[src/rtl/sal_cmd_encoder_mr.sv]
// DDR command encoder: takes one decoded scheduler command per valid/ready handshake and
// drives the registered DFI control bus from the DDR command truth table.
// Supports NUM_RANKS chip selects, runtime 1T/2T command timing, and per-rank write ODT windows.
//
// Ports:
//   clk, rst          clock; asynchronous active-high reset
//   mode_2t           0 = 1T, 1 = 2T; sampled at each handshake
//   cmd_valid/ready   command handshake (ready depends only on state)
//   cmd_type          0 NOP, 1 ACT, 2 RD, 3 WR, 4 PRE, 5 PREA, 6 REF, 7 MRS
//   cmd_rank/ba/ra/ca/ap/mr  command fields
//   dfi_*             registered DFI control bus
//   cmd_issued        high in every cycle where some cs_n is low
module sal_cmd_encoder_mr #(
  parameter int unsigned NUM_RANKS = 2,
  parameter int unsigned BA_W      = 3,
  parameter int unsigned ADDR_W    = 16,
  parameter int unsigned CA_W      = 10,
  parameter int unsigned ODT_CYC   = 6,
  localparam int unsigned RK_W     = (NUM_RANKS > 1) ? $clog2(NUM_RANKS) : 1
) (
  input  logic                 clk,
  input  logic                 rst,
  input  logic                 mode_2t,
  input  logic                 cmd_valid,
  output logic                 cmd_ready,
  input  logic [2:0]           cmd_type,
  input  logic [RK_W-1:0]      cmd_rank,
  input  logic [BA_W-1:0]      cmd_ba,
  input  logic [ADDR_W-1:0]    cmd_ra,
  input  logic [CA_W-1:0]      cmd_ca,
  input  logic                 cmd_ap,
  input  logic [ADDR_W-1:0]    cmd_mr,
  output logic [NUM_RANKS-1:0] dfi_cke,
  output logic [NUM_RANKS-1:0] dfi_cs_n,
  output logic                 dfi_ras_n,
  output logic                 dfi_cas_n,
  output logic                 dfi_we_n,
  output logic [BA_W-1:0]      dfi_ba,
  output logic [ADDR_W-1:0]    dfi_addr,
  output logic [NUM_RANKS-1:0] dfi_odt,
  output logic                 cmd_issued
);

  localparam logic [1:0] StInit  = 2'd0;
  localparam logic [1:0] StIdle  = 2'd1;
  localparam logic [1:0] StSetup = 2'd2;
  localparam logic [1:0] StIssue = 2'd3;

  localparam logic [2:0] CmdNop  = 3'd0;
  localparam logic [2:0] CmdAct  = 3'd1;
  localparam logic [2:0] CmdRd   = 3'd2;
  localparam logic [2:0] CmdWr   = 3'd3;
  localparam logic [2:0] CmdPre  = 3'd4;
  localparam logic [2:0] CmdPrea = 3'd5;
  localparam logic [2:0] CmdRef  = 3'd6;
  localparam logic [2:0] CmdMrs  = 3'd7;

  localparam logic [3:0] OdtLoad = 4'(ODT_CYC);

  logic [1:0]           state_q, state_d;
  logic [NUM_RANKS-1:0] pend_cs_n_q, pend_cs_n_d;
  logic                 pend_wr_q, pend_wr_d;
  logic [NUM_RANKS-1:0] cke_d, cs_n_d;
  logic                 ras_d, cas_d, we_d, wr_d;
  logic [BA_W-1:0]      ba_d;
  logic [ADDR_W-1:0]    addr_d;
  logic [NUM_RANKS-1:0][3:0] odt_cnt_q, odt_cnt_d;

  // Encoded view of the command currently offered on the input side.
  logic [NUM_RANKS-1:0] enc_cs_n;
  logic [2:0]           enc_rcw;
  logic [BA_W-1:0]      enc_ba;
  logic [ADDR_W-1:0]    enc_addr;
  logic                 enc_wr;
  logic                 hs;

  assign cmd_ready = (state_q == StIdle) || (state_q == StIssue);
  assign hs        = cmd_valid && cmd_ready;

  always_comb begin
    enc_cs_n = '1;
    enc_rcw  = 3'b111;
    enc_ba   = '0;
    enc_addr = '0;
    enc_wr   = 1'b0;
    // Out-of-range ranks match no lane, leaving cs_n all high: the command is dropped.
    for (int unsigned r = 0; r < NUM_RANKS; r++) begin
      if (32'(cmd_rank) == r) enc_cs_n[r] = 1'b0;
    end
    case (cmd_type)
      CmdNop:  enc_rcw = 3'b111;
      CmdAct:  begin enc_rcw = 3'b011; enc_ba = cmd_ba; enc_addr = cmd_ra; end
      CmdRd, CmdWr: begin
        enc_rcw              = (cmd_type == CmdWr) ? 3'b100 : 3'b101;
        enc_ba               = cmd_ba;
        enc_addr[10]         = cmd_ap;
        enc_addr[CA_W-1:0]   = cmd_ca;
        enc_wr               = (cmd_type == CmdWr);
      end
      CmdPre:  begin enc_rcw = 3'b010; enc_ba = cmd_ba; end
      CmdPrea: begin enc_rcw = 3'b010; enc_addr[10] = 1'b1; end
      CmdRef:  enc_rcw = 3'b001;
      CmdMrs:  begin enc_rcw = 3'b000; enc_ba = cmd_ba; enc_addr = cmd_mr; end
      default: enc_rcw = 3'b111;
    endcase
    if (&enc_cs_n) begin
      enc_rcw  = 3'b111;
      enc_ba   = '0;
      enc_addr = '0;
      enc_wr   = 1'b0;
    end
  end

  always_comb begin
    state_d     = state_q;
    pend_cs_n_d = pend_cs_n_q;
    pend_wr_d   = pend_wr_q;
    cke_d       = dfi_cke;
    cs_n_d      = '1;
    {ras_d, cas_d, we_d} = 3'b111;
    ba_d        = '0;
    addr_d      = '0;
    wr_d        = 1'b0;
    case (state_q)
      StInit: begin
        state_d = StIdle;
        cke_d   = '1;
      end
      StIdle, StIssue: begin
        if (hs) begin
          {ras_d, cas_d, we_d} = enc_rcw;
          ba_d   = enc_ba;
          addr_d = enc_addr;
          if (mode_2t) begin
            state_d     = StSetup;
            pend_cs_n_d = enc_cs_n;
            pend_wr_d   = enc_wr;
          end else begin
            state_d = StIssue;
            cs_n_d  = enc_cs_n;
            wr_d    = enc_wr;
          end
        end else begin
          state_d = StIdle;
        end
      end
      StSetup: begin
        // Hold the setup-cycle bus and add the chip select.
        state_d = StIssue;
        {ras_d, cas_d, we_d} = {dfi_ras_n, dfi_cas_n, dfi_we_n};
        ba_d    = dfi_ba;
        addr_d  = dfi_addr;
        cs_n_d  = pend_cs_n_q;
        wr_d    = pend_wr_q;
      end
      default: state_d = StInit;
    endcase
  end

  always_comb begin
    for (int unsigned r = 0; r < NUM_RANKS; r++) begin
      if (wr_d && !cs_n_d[r]) begin
        odt_cnt_d[r] = OdtLoad;
      end else if (odt_cnt_q[r] != 4'd0) begin
        odt_cnt_d[r] = odt_cnt_q[r] - 4'd1;
      end else begin
        odt_cnt_d[r] = 4'd0;
      end
      dfi_odt[r] = (odt_cnt_q[r] != 4'd0);
    end
  end

  always_ff @(posedge clk or posedge rst) begin
    if (rst) begin
      state_q     <= StInit;
      pend_cs_n_q <= '1;
      pend_wr_q   <= 1'b0;
      dfi_cke     <= '0;
      dfi_cs_n    <= '1;
      dfi_ras_n   <= 1'b1;
      dfi_cas_n   <= 1'b1;
      dfi_we_n    <= 1'b1;
      dfi_ba      <= '0;
      dfi_addr    <= '0;
      cmd_issued  <= 1'b0;
      odt_cnt_q   <= '0;
    end else begin
      state_q     <= state_d;
      pend_cs_n_q <= pend_cs_n_d;
      pend_wr_q   <= pend_wr_d;
      dfi_cke     <= cke_d;
      dfi_cs_n    <= cs_n_d;
      dfi_ras_n   <= ras_d;
      dfi_cas_n   <= cas_d;
      dfi_we_n    <= we_d;
      dfi_ba      <= ba_d;
      dfi_addr    <= addr_d;
      cmd_issued  <= ~&cs_n_d;
      odt_cnt_q   <= odt_cnt_d;
    end
  end

endmodule

[config.mk]
export PLATFORM = sky130hd
export DESIGN_NAME = sal_cmd_encoder_mr
export DESIGN_NICKNAME = d
export VERILOG_FILES = /design/src/rtl/sal_cmd_encoder_mr.sv
export SDC_FILE = /design/constraint.sdc
export NUM_CORES = 1
export LEC_CHECK = 0
export CORE_ASPECT_RATIO = 0.75
export CORE_MARGIN = 1.5
export CORE_UTILIZATION = 45
export CTS_CLUSTER_DIAMETER = 30
export DETAILED_ROUTE_END_ITERATION = 8
export GPL_TIMING_DRIVEN = 0
export PLACE_DENSITY = 0.95
export SLEW_MARGIN = 20
export SYNTH_ARGS = -nofsm -noshare
export SYNTH_HDL_FRONTEND = slang
export SYNTH_SLANG_ARGS = --single-unit
[constraint.sdc]
create_clock -name clk -period 2.7 [get_ports clk]
set_input_delay 0.405 -clock clk [delete_from_list [all_inputs] [get_ports clk]]
set_output_delay 0.405 -clock clk [all_outputs]
set_load 0.05 [all_outputs]
### Word-level counts from Yosys, hierarchy flattened

Index checks and enable logic that the tools add are counted.

| storage, ports and cells | value |
|---|---|
| register bits | 39 |
| bits of input ports | 54 |
| word-level logic and storage cells | 79 |

| operators by class | value |
|---|---|
| $add $sub $neg | 2 |
| eq/ne operators | 10 |
| muxes and demuxes | 36 |
| reductions and logical operators | 18 |

Operator list:

| cell | count |
|---|---|
| 16-bit two-way mux | 2 |
| 16-bit one-hot mux with 2 select lines | 1 |
| 10-bit one-hot mux with 3 select lines | 1 |
| 3-bit one-hot mux with 6 select lines | 1 |
| 4-bit two-way mux | 4 |
| 3-bit == test (second input constant) | 4 |
| 3-bit two-way mux | 4 |
| 1-bit two-way mux | 11 |
| 5-bit one-hot mux with 2 select lines | 1 |
| 1-bit one-hot mux with 2 select lines | 4 |
| 4-bit nonzero test | 2 |
| 4-bit by 1-bit subtractor with 4-bit output (second input constant) | 2 |
| 3-bit by 2-bit == test with 1-bit output (second input constant) | 2 |
| 2-bit two-way mux | 3 |
| 2-bit one-hot mux with 3 select lines | 1 |
| 3-bit one-hot mux with 2 select lines | 1 |
| 2-bit OR reduction | 3 |
| 5-bit OR reduction | 1 |
| 2-bit == test (second input constant) | 2 |
| 1-bit one-hot mux with 4 select lines | 1 |
| 2-bit one-hot mux with 2 select lines | 1 |
| 2-bit AND reduction | 2 |
| 3-bit by 1-bit == test with 1-bit output (second input constant) | 1 |
| 1-bit logical AND | 3 |
| 6 further kinds | 8 |

### Logic depth before layout (Yosys ltp)

Gate-level depths: netlist (run 1).

| depth | value |
|---|---|
| depth after elaboration | 9 |
| depth in mapped cells | 6 |
| depth with buffers taken out | 4 |

### Worst setup path after synthesis (run 1)

Ideal clock, no wire load.

| timing path | value |
|---|---|
| path kind | input to register |
| from | input cmd_type[0] |
| to | register dfi_addr[0] |
| library setup time | 0.121 ns |
| data arrival time | 1.307 ns |
| data required time | 2.579 ns |
| setup slack | 1.272 ns |
| cell stages on the path | 6 |
| buffers on the path | 2 |
| cell sequence | buf_4 -> and3_1 -> buf_2 -> a22oi_1 -> o21ai_0 -> a22o_1 |

| on the way | value |
|---|---|
| longest elaborated chain between the ends | 6 |

RTL lines:

| item | line | text |
|---|---|---|
| start, declared | 26 | `input logic [2:0] cmd_type,` |
| 3-bit by 2-bit == test with 1-bit output | 90 | `case (cmd_type)` |
| 2-bit OR reduction | 90 |  |
| 10-bit one-hot mux with 3 select lines (*) | 90 |  |
| 16-bit two-way mux (*) | 106 | `if (&enc_cs_n) begin` |
| 16-bit two-way mux (*) | 130 | `if (hs) begin` |
| 16-bit one-hot mux with 2 select lines (*) | 124 | `case (state_q)` |
| end signal, assigned | 197 | `dfi_addr <= addr_d;` |
| end, declared | 39 | `output logic [ADDR_W-1:0] dfi_addr,` |

Mark *: on every way between the ends. The rest lies on a longest branch, timed or not.
A chain may end at the register's enable or synchronous reset.

### Final worst setup path (run 1)

| timing path | value |
|---|---|
| from | register state_q[0] |
| to | output cmd_ready |

| on the way | value |
|---|---|
| longest elaborated chain between the ends | 2 |

RTL lines:

| item | line | text |
|---|---|---|
| start, declared | 60 | `logic [1:0] state_q, state_d;` |
| start signal, assigned | 175 | `state_q <= StInit;` |
| start signal, assigned | 188 | `state_q <= state_d;` |
| 2-bit by 1-bit == test with 1-bit output or 2-bit == test (tied branches) | 77 | `assign cmd_ready = (state_q == StIdle) \|\| (state_q == StIssue);` |
| 1-bit logical OR (*) | 77 |  |
| end, declared | 25 | `output logic cmd_ready,` |

Marks and branches as above.

==> results.yml, run 1 <==
worst_setup_path:
  reg2reg_to: "odt_cnt_q[1]"
  timing.rr.start: "state_q[0]"
  startpoint: "state_q[0]"
  cp.arrival_ns: 1.70
  cp-end-kind: "output pin"
  critical_path_class: "flip-flop to output pin"
  cp_data_required_time_ns: 2.30
  rrSetupSlack_ns: 1.22
  worstSetupStartpointType: "flip-flop"
  crit_end: "cmd_ready"
  path_max_fanout: 10
  r2r_cells: 5
synthesis:
  synth_edf_count: 0
  postSynth.asyncResetShare_pct: 100.0
  syn_area_sq_um: 1867
  synth_fa_ha_area_share_pct: 0
  syn_area_per_cell_sq_um: 10.43
  synth.most_common_cell: "dfrtp_1"
  ys.warnings.count: 0
  synth_common_cells: "dfrtp_1 (32), nand2_1 (28), o21ai_0 (21), a22oi_1 (15), a22o_1 (13)"
  synth.area.top_cells: "dfrtp_1 (43%), dfstp_2 (9.9%), a22o_1 (6.1%)"
  synth_flop_cell: "dfrtp_1"
  synthDistinctLibCells: 40
  synth_seq_cells: 39
  yosys.area_share.simple_pct: 15.42
  ys_seq_area_share_pct: 52.75
  synthMuxAreaShare_pct: 0.6032
  syn-instance-count: 179
  yosys.area_share.xor_xnor_pct: 0
  synth_area_leader_cell: "dfrtp_1"
  synth_top_area_share_pct: 42.90
  synth_top_family_by_area: "compound AO/OA/AOI/OAI gates"
  synth-compound-area-share_pct: 26.81
  synth_nets: 233
floorplan:
  io_pins: 84
  die-area_sq_um: 4548
  start_util_pct: 46.62
  rows: 20
  die_h_um: 58.78
  die_w_um: 77.37
  core_sq_um: 4004
global_route:
  groute.usage.overall_pct: 22.15
  grt_pass1_vias: 1680
  use_met1_pct: 28.36
  grt_overflow_total: 0
  grt_first_pass_wirelength_mm: 7.734
  global_route.usage.met2_pct: 37.09
  antenna_found_initial: 0
  grt_max_degree: 22
  grt_util_met3_pct: 5.426
  grt-busiest-layer: "met2"
placement:
  gp_congestion: 0.7718
  dpl_cell_area_sq_um: 2784
  hpwl_mm: 3.684
  portBuffers: 82
clock_tree:
  cts_sinks: 39
  cts_max_path_buffers: 2
  clkLatencyLatePin_ns: 0.28
  cts_tree: "yes"
  post_cts.repair.setup_buffers: 0
  cts_resized: 0
  cts_buffers: 5
  cts_hold_buf: 0
  htreeDepth: 2
  clk_pin_slew_worst_paths_ns: 0.07
  cts_root_buffer: "clkbuf_8"
routing:
  ant_nets: 0
  route.detailed.drc: 0
  wl_mm: 4.780
  vias: 1715
  routed_via_density: 5.293
  drtIter0Drc: 94
  dr.pass1.iters: 4
  avgRoutedWirePerCell_um: 14.75
finish:
  post-route-util_pct: 71.44
  regArea_sq_um: 984.7
  final_nets: 323
  fillCellCount: 312
  final_area_sq_um: 2860
  antenna_cells: 0
  drive_above_1_share_pct: 11.15
  multi_input_area_sq_um: 799.5
  area_growth_pct: 53.22
sta:
  post-route-period-util_pct: 77.95
  setup_violations: 0
  hold_viol: 0
  rsz0062_at_grt: "false"
  fin_crit_ns: 2.105
  fin_setup_tns_ns: 0
  fmax_mhz: 475.1
  worst_pin_slew_ns: 0.5145
  skew_ns: 0.006558
  slew_violations: 0
  holdWs_ns: 0.4390
  slew_headroom_pct: 65.59
power_and_ir_drop:
  total_power_mw: 1.313
  total_leakage_power_nw: 1.218
  cellPowerDensity_nw_per_um2: 459.0
  ir_drop_mv: 0.2936
outcome:
  outcome: "completed"
flow_run:
  drv_cap: 0
min_path:
  hp-class: "input port to asynchronous set/reset pin"
## state kept, by name, indices dropped and copies added (netlist names), named ones only
signal	cells
dfi_cs_n	2
dfi_cas_n	1
pend_wr_q	1
dfi_ba	3
dfi_cke	1
dfi_we_n	1
state_q	1
odt_cnt_q	8
cmd_issued	1
pend_cs_n_q	2
dfi_addr	16
dfi_ras_n	1
## layout make-up
class                      instances  area share, %
buffer                            11          2.625
clock buffer                       7          2.668
inverter                           2         0.2625
multi-input combinational        127          27.95
sequential                        39          34.43
tap                               55          2.406
timing repair buffer              83          29.66
## worst max-delay path, stage by stage, from the launching register on
cell and delay [ns]:
dfrtp_1 0.32, buf_2 0.20, clkbuf_1 0.11, clkdlybuf4s50_1 0.80
## cell usage in the layout, fill, tap and decap left out, types with 2 or more instances in the layout
master,Yosys,final
o22a_1,3,3
clkbuf_1,2,4
a22o_1,13,13
nand2_1,28,28
buf_4,4,4
a22oi_1,15,15
nor2_1,8,8
dfrtp_1,32,32
buf_6,2,2
a21oi_1,4,4
dfstp_2,7,7
clkbuf_8,0,5
nor2b_1,3,3
clkdlybuf4s50_1,0,82
buf_2,3,3
nor3_1,8,8
o21ai_0,21,21
## per-layer routing
metal	share of wire [%]	wire length [um]
met2	47	2270
met3	5.8	276
met4	0.96	46
met1	46	2187
met5	0	0
## cell families after synthesis
family | after synthesis
AOI/OAI and AO/OA | 67
and+or+nand+nor | 59
muxes | 1
buffers and inverters | 13
DFF | 39
## report_power, final
group | internal [mW] | total [mW] | switching [mW]
logic | 0.150 | 0.318 | 0.168
clock network | 0.178 | 0.359 | 0.181
registers | 0.619 | 0.636 | 0.0167
total | 0.947 | 1.31 | 0.366
## stage by stage
stage               cells  worst slack, ns
floorplan             179            1.272
global placement      316           0.6229
detailed placement    317           0.6241
CTS                   324           0.5925
global route          324           0.5149
finish                324           0.5952
## worst min path at each step
stage / start / slack (ns) / endpoint
global placement: dfi_addr[12] / 0.46 / dfi_addr[12]
global route: cmd_type[0] / 0.47 / pend_wr_q
detailed placement: dfi_addr[13] / 0.47 / dfi_addr[13]
finish: rst / 0.44 / dfi_addr[6]
CTS: cmd_type[0] / 0.44 / pend_wr_q
floorplan: pend_cs_n_q[1] / 0.46 / pend_cs_n_q[1]
Note: power is estimated with default switching activity, not from simulation.
==> run 2, diff against run 1 <==
--- a/config.mk
+++ b/config.mk
@@ -7,11 +7,11 @@
 export LEC_CHECK = 0
 export CORE_ASPECT_RATIO = 0.75
 export CORE_MARGIN = 1.5
-export CORE_UTILIZATION = 45
+export CORE_UTILIZATION = 37
 export CTS_CLUSTER_DIAMETER = 30
 export DETAILED_ROUTE_END_ITERATION = 8
 export GPL_TIMING_DRIVEN = 0
-export PLACE_DENSITY = 0.95
+export PLACE_DENSITY = 0.85
 export SLEW_MARGIN = 20
 export SYNTH_ARGS = -nofsm -noshare
 export SYNTH_HDL_FRONTEND = slang
==> constraint.sdc (replaced) <==
create_clock -name clk -period 1.75 [get_ports clk]
set_input_delay 0.2625 -clock clk [delete_from_list [all_inputs] [get_ports clk]]
set_output_delay 0.2625 -clock clk [all_outputs]
set_load 0.05 [all_outputs]
==> run 2 against run 1 <==
Net effect: the flow now finishes with violations (design-rule violations); critical endpoint is now dfi_ba[2]; power up 71%; sequential power increased by 54%; clock power is 120% higher; utilization is 12 points lower; largest power group unchanged; via count decreased by 0.17%; register-to-register slack worse by 0.97 ns; clock-buffer cell count is 1 lower; sequential cell count unchanged.
==> results.yml, run 2 (same netlist as run 1, synthesis figures left out) <==
finish:
  largest_register: "dfi_addr"
  area_growth_pct: 56.30
  reg.largest.list: "dfi_addr: 16 flops, odt_cnt_q: 8 flops, dfi_ba: 3 flops"
  final_nets: 323
  final_common_cell: "clkdlybuf4s50_1"
  largest_reg_flops: 16
  drive_above_1_share_pct: 12.96
  final_cell_mix: "clkdlybuf4s50_1 (60), dfrtp_1 (32), nand2_1 (28), o21ai_0 (21), a22oi_1 (15)"
  antenna_cells: 0
global_route:
  grt_pass1_vias: 1634
  groute.usage.overall_pct: 18.41
  grt_first_pass_wirelength_mm: 7.872
  grt_max_degree: 23
  grt_overflow_total: 0
  antenna_found_initial: 0
worst_setup_path:
  reg2reg_to: "odt_cnt_q[1]"
  cp_data_required_time_ns: 1.49
  cp-end-kind: "output pin"
  crit_chain: "clkdlybuf4s50_1"
  cp_slowest_cell: "clkdlybuf4s50_1"
  cp_slowest_stage_delay_ns: 0.81
  worstSetupStartpointType: "flip-flop"
  r2r_cells: 5
  path_buf_inv: 1
  rrSetupSlack_ns: 0.25
  cp.arrival_ns: 1.46
  path_depth: 1
  path_max_fanout: 2
  startpoint: "dfi_ba[2]"
  timing.rr.start: "state_q[0]"
  crit_end: "dfi_ba[2]"
  crit_family: "buffers and inverters"
  critical_path_class: "flip-flop to output pin"
routing:
  dr.pass1.iters: 6
  avgRoutedWirePerCell_um: 14.78
  route.detailed.drc: 5
  vias: 1712
  ant_nets: 0
  dr.max_layer_used: "met4"
  dr_wl_met2_mm: 2.335
  wl_mm: 4.877
  wl_met1_mm: 2.166
  routed_via_density: 5.188
  drtIter0Drc: 115
  wl_met3_um: 332
min_path:
  min_path_cells: 3
  hp-class: "input port to flip-flop"
placement:
  portBuffers: 82
  hpwl_mm: 3.685
  gp_congestion: 0.8011
  dpl_worst_slack_ns: -0.1535
clock_tree:
  htreeDepth: 2
  cts_sinks: 39
  cts_root_buffer: "clkbuf_8"
  clkLatencyLatePin_ns: 0.29
  cts_buffers: 5
  cts_hold_buf: 0
  post_cts.repair.setup_buffers: 0
  cts_tree: "yes"
  cts_max_path_buffers: 2
  clk_pin_slew_worst_paths_ns: 0.08
flow_run:
  drv_cap: 0
floorplan:
  die_h_um: 64.52
  die-area_sq_um: 5485
  core_sq_um: 4872
  rows: 22
  start_util_pct: 38.32
  io_pins: 84
  die_w_um: 85.02
sta:
  fin_crit_ns: 1.719
  skew_ns: 0.007275
  holdWs_ns: 0.2847
  fin_setup_tns_ns: 0
  setup_violations: 0
  hold_viol: 0
  fmax_mhz: 581.6
  slew_violations: 0
  worst_slack_ns: 0.03053
  rsz0062_at_grt: "false"
  worst_pin_slew_ns: 0.5270
  post-route-period-util_pct: 98.26
  slew_headroom_pct: 64.81
outcome:
  violations: "design-rule violations"
  outcome: "complete, but fails checks"
power_and_ir_drop:
  ir_drop_mv: 0.4194
  cellPowerDensity_nw_per_um2: 768.8
  total_leakage_power_nw: 1.447
run 2: cell count changes in the layout (fill, tap and decap cells not counted), moves of 2 or more:
cell	previous run	this run
dlymetal6s2s_1	0	12
dlygate4sd2_1	0	8
clkdlybuf4s50_1	82	60
clkbuf_2	0	2
clkbuf_1	4	2
run 2: area by class of cell:
cell class                 count  area [sq um]
sequential                    39         984.7
clock buffer                   6         82.58
timing repair buffer          83         858.3
tap                           60         75.07
buffer                        11         75.07
inverter                       2         7.507
clock inverter                 2         35.03
fill                         409          1954
multi-input combinational    127         799.5
run 2: metrics by stage:
stage          cell area (sq um)  util, %  power [mW]  std cells
2_1_floorplan               1867        -       1.256        179
3_3_place_gp                2763    56.70       1.474        321
3_5_place_dp                2790    57.27       1.492        322
4_1_cts                     2895    59.42       2.268        330
5_1_grt                     2918    59.89       2.346        330
6_report                    2918    59.89       2.243        330
run 2: what timing repair did:
action                                  in CTS  in global routing
hold endpoints to repair                     0                  0
endpoints found under the setup margin      10                 14
resized for setup                           10                 16
run 2: worst min-delay path by stage:
stage                       startpoint             end
after floorplan               cmd_rank  pend_cs_n_q[1]
after global placement    dfi_addr[11]    dfi_addr[11]
after detailed placement  dfi_addr[12]    dfi_addr[12]
after CTS                  cmd_type[0]       pend_wr_q
after global routing       cmd_type[0]       pend_wr_q
final                      cmd_type[0]       pend_wr_q
run 2: per-layer routing:
layer,vias up,GRT usage [%]
li1,842,-
met1,816,23.68
met2,49,29.56
met3,5,5.987
met4,0,5.738
met5,-,0
run 2: power breakdown:
group          internal, mW  leakage [nW]  switching [mW]
sequential            0.955         0.502          0.0251
combinational         0.220         0.883           0.260
clock                 0.461        0.0612           0.321
==> run 3, diff against run 2 <==
--- a/config.mk
+++ b/config.mk
@@ -7,11 +7,12 @@
 export LEC_CHECK = 0
 export CORE_ASPECT_RATIO = 0.75
 export CORE_MARGIN = 1.5
-export CORE_UTILIZATION = 37
+export CORE_UTILIZATION = 41
 export CTS_CLUSTER_DIAMETER = 30
 export DETAILED_ROUTE_END_ITERATION = 8
 export GPL_TIMING_DRIVEN = 0
-export PLACE_DENSITY = 0.85
+export PLACE_DENSITY = 0.89
+export SKIP_CTS_REPAIR_TIMING = 1
 export SLEW_MARGIN = 20
 export SYNTH_ARGS = -nofsm -noshare
 export SYNTH_HDL_FRONTEND = slang
==> constraint.sdc (replaced) <==
create_clock -name clk -period 1.7 [get_ports clk]
set_input_delay 0.255 -clock clk [delete_from_list [all_inputs] [get_ports clk]]
set_output_delay 0.255 -clock clk [all_outputs]
set_load 0.05 [all_outputs]
==> run 3 against run 2 <==
Net effect: the run now ends clean; non-clock buffer count unchanged; via count up 1.8%; final cell count down 0.91%; sequential power about the same; clock power down 26%; sequential cell count unchanged; register-to-register slack worse by 0.07 ns; critical path type is now input port to flip-flop; largest cell class is now buffers; largest power group unchanged.
==> results.yml, run 3 (same netlist as run 1, synthesis figures left out) <==
worst_setup_path:
  critical_path_class: "input port to flip-flop"
  path_max_fanout: 9
  path_buf_inv: 2
  rrSetupSlack_ns: 0.18
  worstSetupStartpointType: "input port"
  cp-end-kind: "flip-flop"
  cp_slowest_stage_delay_ns: 0.54
  cp_slowest_cell: "clkdlybuf4s50_1"
  r2r_cells: 5
  cp.arrival_ns: 1.80
  reg2reg_to: "odt_cnt_q[1]"
  crit_family: "buffers and inverters"
  cp_data_required_time_ns: 1.87
  crit_chain: "clkdlybuf4s50_1 -> nor2b_1 -> buf_6 -> a32oi_4 -> nor2_2 -> a211o_1"
  timing.rr.start: "state_q[0]"
floorplan:
  rows: 21
  die_w_um: 80.92
  start_util_pct: 42.29
  io_pins: 84
  core_sq_um: 4414
  die_h_um: 61.44
  die-area_sq_um: 4971
global_route:
  antenna_found_initial: 0
  grt_overflow_total: 0
  grt_first_pass_wirelength_mm: 7.300
  grt_max_degree: 26
  grt_pass1_vias: 1601
  groute.usage.overall_pct: 20.16
finish:
  instances_no_fill: 327
  largest_register: "dfi_addr"
  post-route-util_pct: 66.67
  drive_above_1_share_pct: 11.48
  final_cell_mix: "clkdlybuf4s50_1 (52), dfrtp_1 (32), dlymetal6s2s_1 (30), nand2_1 (28), o21ai_0 (21)"
  area_growth_pct: 57.64
  reg.largest.list: "dfi_addr: 16 flops, odt_cnt_q: 8 flops, dfi_ba: 3 flops"
  final_common_cell: "clkdlybuf4s50_1"
  final_nets: 323
  antenna_cells: 0
  fillCellCount: 365
  largest_reg_flops: 16
clock_tree:
  htreeDepth: 2
  clk_pin_slew_worst_paths_ns: 0.07
  cts_buffers: 5
  cts_sinks: 39
  cts_root_buffer: "clkbuf_8"
  cts_tree: "yes"
  clkLatencyLatePin_ns: 0.28
  cts_max_path_buffers: 2
placement:
  hpwl_mm: 3.621
  placedCellCount: 319
  gp_congestion: 0.6972
  portBuffers: 82
sta:
  holdWs_ns: 0.2519
  post-route-period-util_pct: 95.62
  slew_headroom_pct: 64.51
  worst_pin_slew_ns: 0.5314
  fmax_mhz: 615.2
  hold_viol: 0
  rsz0062_at_grt: "false"
  setup_violations: 0
  fin_crit_ns: 1.626
  slew_violations: 0
  skew_ns: 0.006064
power_and_ir_drop:
  total_leakage_power_nw: 1.623
  ir_drop_mv: 0.3744
  cellPowerDensity_nw_per_um2: 712.2
  total_power_mw: 2.096
routing:
  drtIter0Drc: 101
  vias: 1743
  dr.pass1.iters: 4
  routed_via_density: 5.330
  ant_nets: 0
  avgRoutedWirePerCell_um: 14.87
  wl_mm: 4.864
  route.detailed.drc: 0
min_path:
  hp-class: "input port to asynchronous set/reset pin"
outcome:
  outcome: "completed"
flow_run:
  drv_cap: 0
run 3: metrics by stage:
stage	instance area [sq um]	setup slack, ns	TNS, ns
floorplan	1867	0.3234	0
global route	2943	0.006516	0
global placement	2759	-0.2040	-8.886
detailed placement	2786	-0.2020	-3.125
CTS	2868	-0.2942	-2.004
finish	2943	0.07447	0
run 3: power by group:
group / switching, mW / internal [mW] / leakage (nW) / total, mW
Clock: 0.295 / 0.288 / 0.0422 / 0.582
Sequential: 0.0266 / 0.984 / 0.502 / 1.01
Combinational: 0.269 / 0.234 / 1.08 / 0.503
run 3: cell type report:
class	count	area [sq um]	share of cell area, %
Sequential cell	39	984.7	33.46
Timing Repair Buffer	83	923.4	31.38
Multi-Input combinational cell	127	799.5	27.17
Clock buffer	7	76.32	2.594
Buffer	11	75.07	2.551
Tap cell	57	71.32	2.423
Inverter	2	7.507	0.2551
Clock inverter	1	5.005	0.1701
run 3: how the worst max path moves through the flow:
stage / from / endpoint / slack, ns / cells after the start
floorplan: state_q[0] / odt_cnt_q[1] / 0.32 / 5
CTS: state_q[0] / cmd_ready / -0.29 / 3
global placement: rst / dfi_addr[0] / -0.20 / 2
detailed placement: cmd_type[1] / odt_cnt_q[1] / -0.20 / 6
global route: cmd_type[2] / dfi_addr[2] / 0.007 / 6
finish: cmd_type[1] / odt_cnt_q[1] / 0.07 / 6
run 3: routing by layer:
metal / up-vias / share of wire [%] / GRT usage, %
met4: 0 / 1.6 / 9.606
met1: 821 / 43 / 26.26
met5: - / 0 / 0
met3: 8 / 7.8 / 5.037
li1: 839 / - / -
met2: 75 / 47 / 32.14
run 3: worst reg2reg max path: stages (launching register included):
cell and delay [ns]:
dfrtp_1 0.36, buf_2 0.18, and3b_1 0.22, a32oi_4 0.30, nor2_2 0.08, a211o_1 0.27
==> RTL change 1, RTL diff (flow settings as in run 2) <==
Reset style: synchronous (`rst`), changed in one clocked block. Comments in the files are not updated.
--- a/src/rtl/sal_cmd_encoder_mr.sv
+++ b/src/rtl/sal_cmd_encoder_mr.sv
@@ -170,7 +170,7 @@
     end
   end
 
-  always_ff @(posedge clk or posedge rst) begin
+  always_ff @(posedge clk) begin
     if (rst) begin
       state_q     <= StInit;
       pend_cs_n_q <= '1;
Formal check against the unedited RTL: differs if rst is asserted again (counterexample within 4 cycles, from zero or initial values and one cycle with rst high); with rst held inactive, the same outputs for 10 cycles.
==> RTL change 1 against run 2 <==
Setup slack got worse by 0.0038 ns; area after synthesis is 3.6% higher; wire length rose by 10%; combinational power fell by 19%; total power is 16% lower; clock power down 25%; sequential cell count unchanged; first-iteration DRC count shrank 36%; design area grew 0.39%; global-route usage is 0.87 points higher; critical path depth unchanged; clock skew is 0.00074 ns higher; count of clock-buffer cells in the layout increased by 1; highest routed layer unchanged.
==> RTL change 1: results <==
[run_status]
status = "complete, no violations"

[grt]
gr-usage-met1_pct = 23.0
globalRouteMet3Util_pct = 7.66
grt_pass1_wl_um = 8420
grt_max_degree = 12
met2_usage_pct = 31.7

[cells_and_area]
multi_input_area_share_pct = 34.8
fin_nets = 344
comb.multi_input.count = 143
area_share_nonclk_buffers_pct = 33.0
clock_area_share_pct = 2.78
num-nonclk-buffers = 99
drive_above_1_share_pct = 15.1

[placed_design]
io_buffer_count = 81
gp_congestion = 0.754
placed_cell_area_um2 = 2820

[route]
via_per_inst = 5.45
dr_wl_met2_um = 2430
drt-initial-drc-count = 74

[power]
power_mw = 1.90
p_clk_mw = 0.590
pg_seq_mw = 0.917
p_leak_nw = 1.34

[synth]
synth.distinct_cells = 49
synthArstFlopShare_pct = 0
synth_xor_area_share_pct = 0.453
synth_area_leaders = "dfxtp_1 (40%), a221oi_2 (7.8%), a22oi_1 (7.4%)"

[min_path]
worstHoldStart = "rst"

[worst_setup_path]
worstPathMaxFanout = 3
worstSetupEndpoint = "dfi_addr[0]"
rrSetupSlack_ns = 0.37
-- RTL change 1: per-stage QoR --
| step | hold WS (ns) | worst slack, ns | std cells | util, % |
|---|---|---|---|---|
| 2_1_floorplan | 0.354 | 0.502 | 202 | - |
| 3_3_place_gp | 0.450 | -0.118 | 343 | 56.9 |
| 3_5_place_dp | 0.450 | -0.129 | 343 | 56.9 |
| 4_1_cts | 0.277 | 0.0102 | 351 | 58.4 |
| 5_1_grt | 0.279 | 0.00107 | 351 | 59.1 |
| 6_report | 0.293 | 0.0267 | 351 | 59.1 |
-- RTL change 1: worst min-delay path by stage --
stage,end,depth (start not counted)
floorplan,state_q[0],1
CTS,flop,2
global placement,pend_cs_n_q[0],1
global route,flop,2
finish,flop,2
detailed placement,pend_cs_n_q[0],1
-- RTL change 1: worst register-to-register path: stages (launching register included) --
cell and delay, ns:
dfxtp_1 0.45, and2b_1 0.15, buf_4 0.15, a32oi_2 0.06
or2_1 0.27, and4bb_1 0.20
==> RTL change 2, RTL diff (settings of run 2) <==
Made on the original files. Set the parameter `BA_W` to 2 (it was 3).
--- a/src/rtl/sal_cmd_encoder_mr.sv
+++ b/src/rtl/sal_cmd_encoder_mr.sv
@@ -12,7 +12,7 @@
 //   cmd_issued        high in every cycle where some cs_n is low
 module sal_cmd_encoder_mr #(
   parameter int unsigned NUM_RANKS = 2,
-  parameter int unsigned BA_W      = 3,
+  parameter int unsigned BA_W      = 2,
   parameter int unsigned ADDR_W    = 16,
   parameter int unsigned CA_W      = 10,
   parameter int unsigned ODT_CYC   = 6,
Interface: changed (resized cmd_ba and dfi_ba); port bits go from 84 to 82. The function was not compared with the original's and may differ.
==> RTL change 2 against run 2 <==
Sequential cell count fell by 1; setup slack lost 0.0025 ns; wire length is 0.21% higher; worst hold slack worse by 0.041 ns; area after synthesis down 2.2%; clock power fell by 22%; design area shrank 3.3%; total power decreased by 9.3%; largest cell class unchanged.
==> RTL change 2: results <==
[cts]
clkLatencyLatePin_ns = 0.28
root_buffer = "clkbuf_8"
numCtsBuffers = 5
clk_pin_slew_worst_paths_ns = 0.08
clockBufferDepth = 2
cts_setup_buffers = 0

[placed_design]
pre_cts_ws_ns = -0.188
placed_cell_area_um2 = 2720
gp_congestion = 0.826
io_buffer_count = 80
hpwl_um = 3800

[cells_and_area]
top_regs = "dfi_addr (16), odt_cnt_q (8)"
drive_above_1_share_pct = 12.4
n_antenna_cell = 0
final.fill_count = 410
fin_nets = 318

[worst_setup_path]
rr_startpoint = "state_q[0]"
crit_family = "buffers and inverters"
r2r_cells = 6
crit_arrival_ns = 1.46
r2r_end = "odt_cnt_q[7]"
cp_slowest_cell = "clkdlybuf4s50_1"
rrSetupSlack_ns = 0.25

[grt]
first_global_vias = 1629
grt_util_all_layers_pct = 18.6
grt_max_degree = 28
globalRouteMet3Util_pct = 4.78
grt_pass1_wl_um = 7930
gr-usage-met1_pct = 25.8
met2_usage_pct = 29.4
antenna_found_initial = 0

[sta]
worstMarginPinSlew_ns = 0.522
fin_skew_ns = 0.00726
drv_slew = 0
holdWs_ns = 0.244

[route]
drt-initial-drc-count = 84
vias = 1650
wl_um = 4890
via_per_inst = 5.11
dr.pass1.iters = 4

[synth]
synth_nets = 230
synth_area_leaders = "dfrtp_1 (42%), dfstp_2 (10%), a22oi_1 (6.2%)"
synthCells = 177
synthArstFlopShare_pct = 100
ys.flop_type = "dfrtp_1"
synth_top_area_share_pct = 42.5
yosys-top-cells-count = "dfrtp_1 (31), nand2_1 (28), o21ai_0 (21)"
synth.distinct_cells = 39
ys_seq_area_share_pct = 52.6

[power]
p_leak_nw = 1.32
ir_worst_vdd_uv = 417
switching_share_pct = 28.2

[min_path]
min_path_type = "input port to async pin"

[run_status]
status = "complete, no violations"
[RTL change 2: cell count changes after synthesis, sizes merged]
cell,run 2,this run
and2b,1,0
a22o,13,12
nor2b,3,4
dfrtp,32,31
[RTL change 2: timing repair]
item	in CTS	in global routing
gates resized for setup	10	8
endpoints found under the hold margin	0	0
endpoints found under the setup margin	10	7
[RTL change 2: cells by family (layout without fill, tap and decap cells)]
kind of cell           after synthesis  after routing  share of synthesized area [%]
AOI/OAI and AO/OA                   66             66                           26.9
DFF                                 38             38                           52.6
muxes                                1              1                          0.617
and+or+nand+nor                     59             59                           15.7
buffers and inverters               13            102                           4.18
[RTL change 2: layer usage]
metal  up-vias  routed length, um
li1        824                  -
met5         -                  0
met4         0                 16
met3         2                248
met2        37               2340
met1       787               2290
[RTL change 2: worst max path at each step]
stage / start / end / slack (ns) / cells past startpoint
floorplan: state_q[0] / odt_cnt_q[1] / 0.38 / 5
global placement: rst / dfi_addr[2] / -0.20 / 2
detailed placement: cmd_type[1] / dfi_addr[7] / -0.19 / 7
CTS: dfi_addr[5] / dfi_addr[5] / 0.003 / 1
global route: dfi_addr[3] / dfi_addr[3] / 0.006 / 1
finish: dfi_addr[3] / dfi_addr[3] / 0.03 / 1
[RTL change 2: final cells by class]
cell class	count	area, um^2	area share, %
clock inverter	2	12.5	0.444
clock buffer	6	82.6	2.93
multi-input combinational	126	790	28.0
buffer	11	68.8	2.44
timing repair buffer	81	828	29.4
tap	57	71.3	2.53
inverter	2	7.51	0.266
sequential	38	960	34.0
[RTL change 2: power by group through the flow]
stage,clock network (mW),logic [mW],registers (mW)
global route,0.670,0.499,0.960
CTS,0.636,0.473,0.955
detailed placement,0,0.480,0.972
finish,0.610,0.467,0.956
floorplan,0,0.157,1.07
global placement,0,0.464,0.971
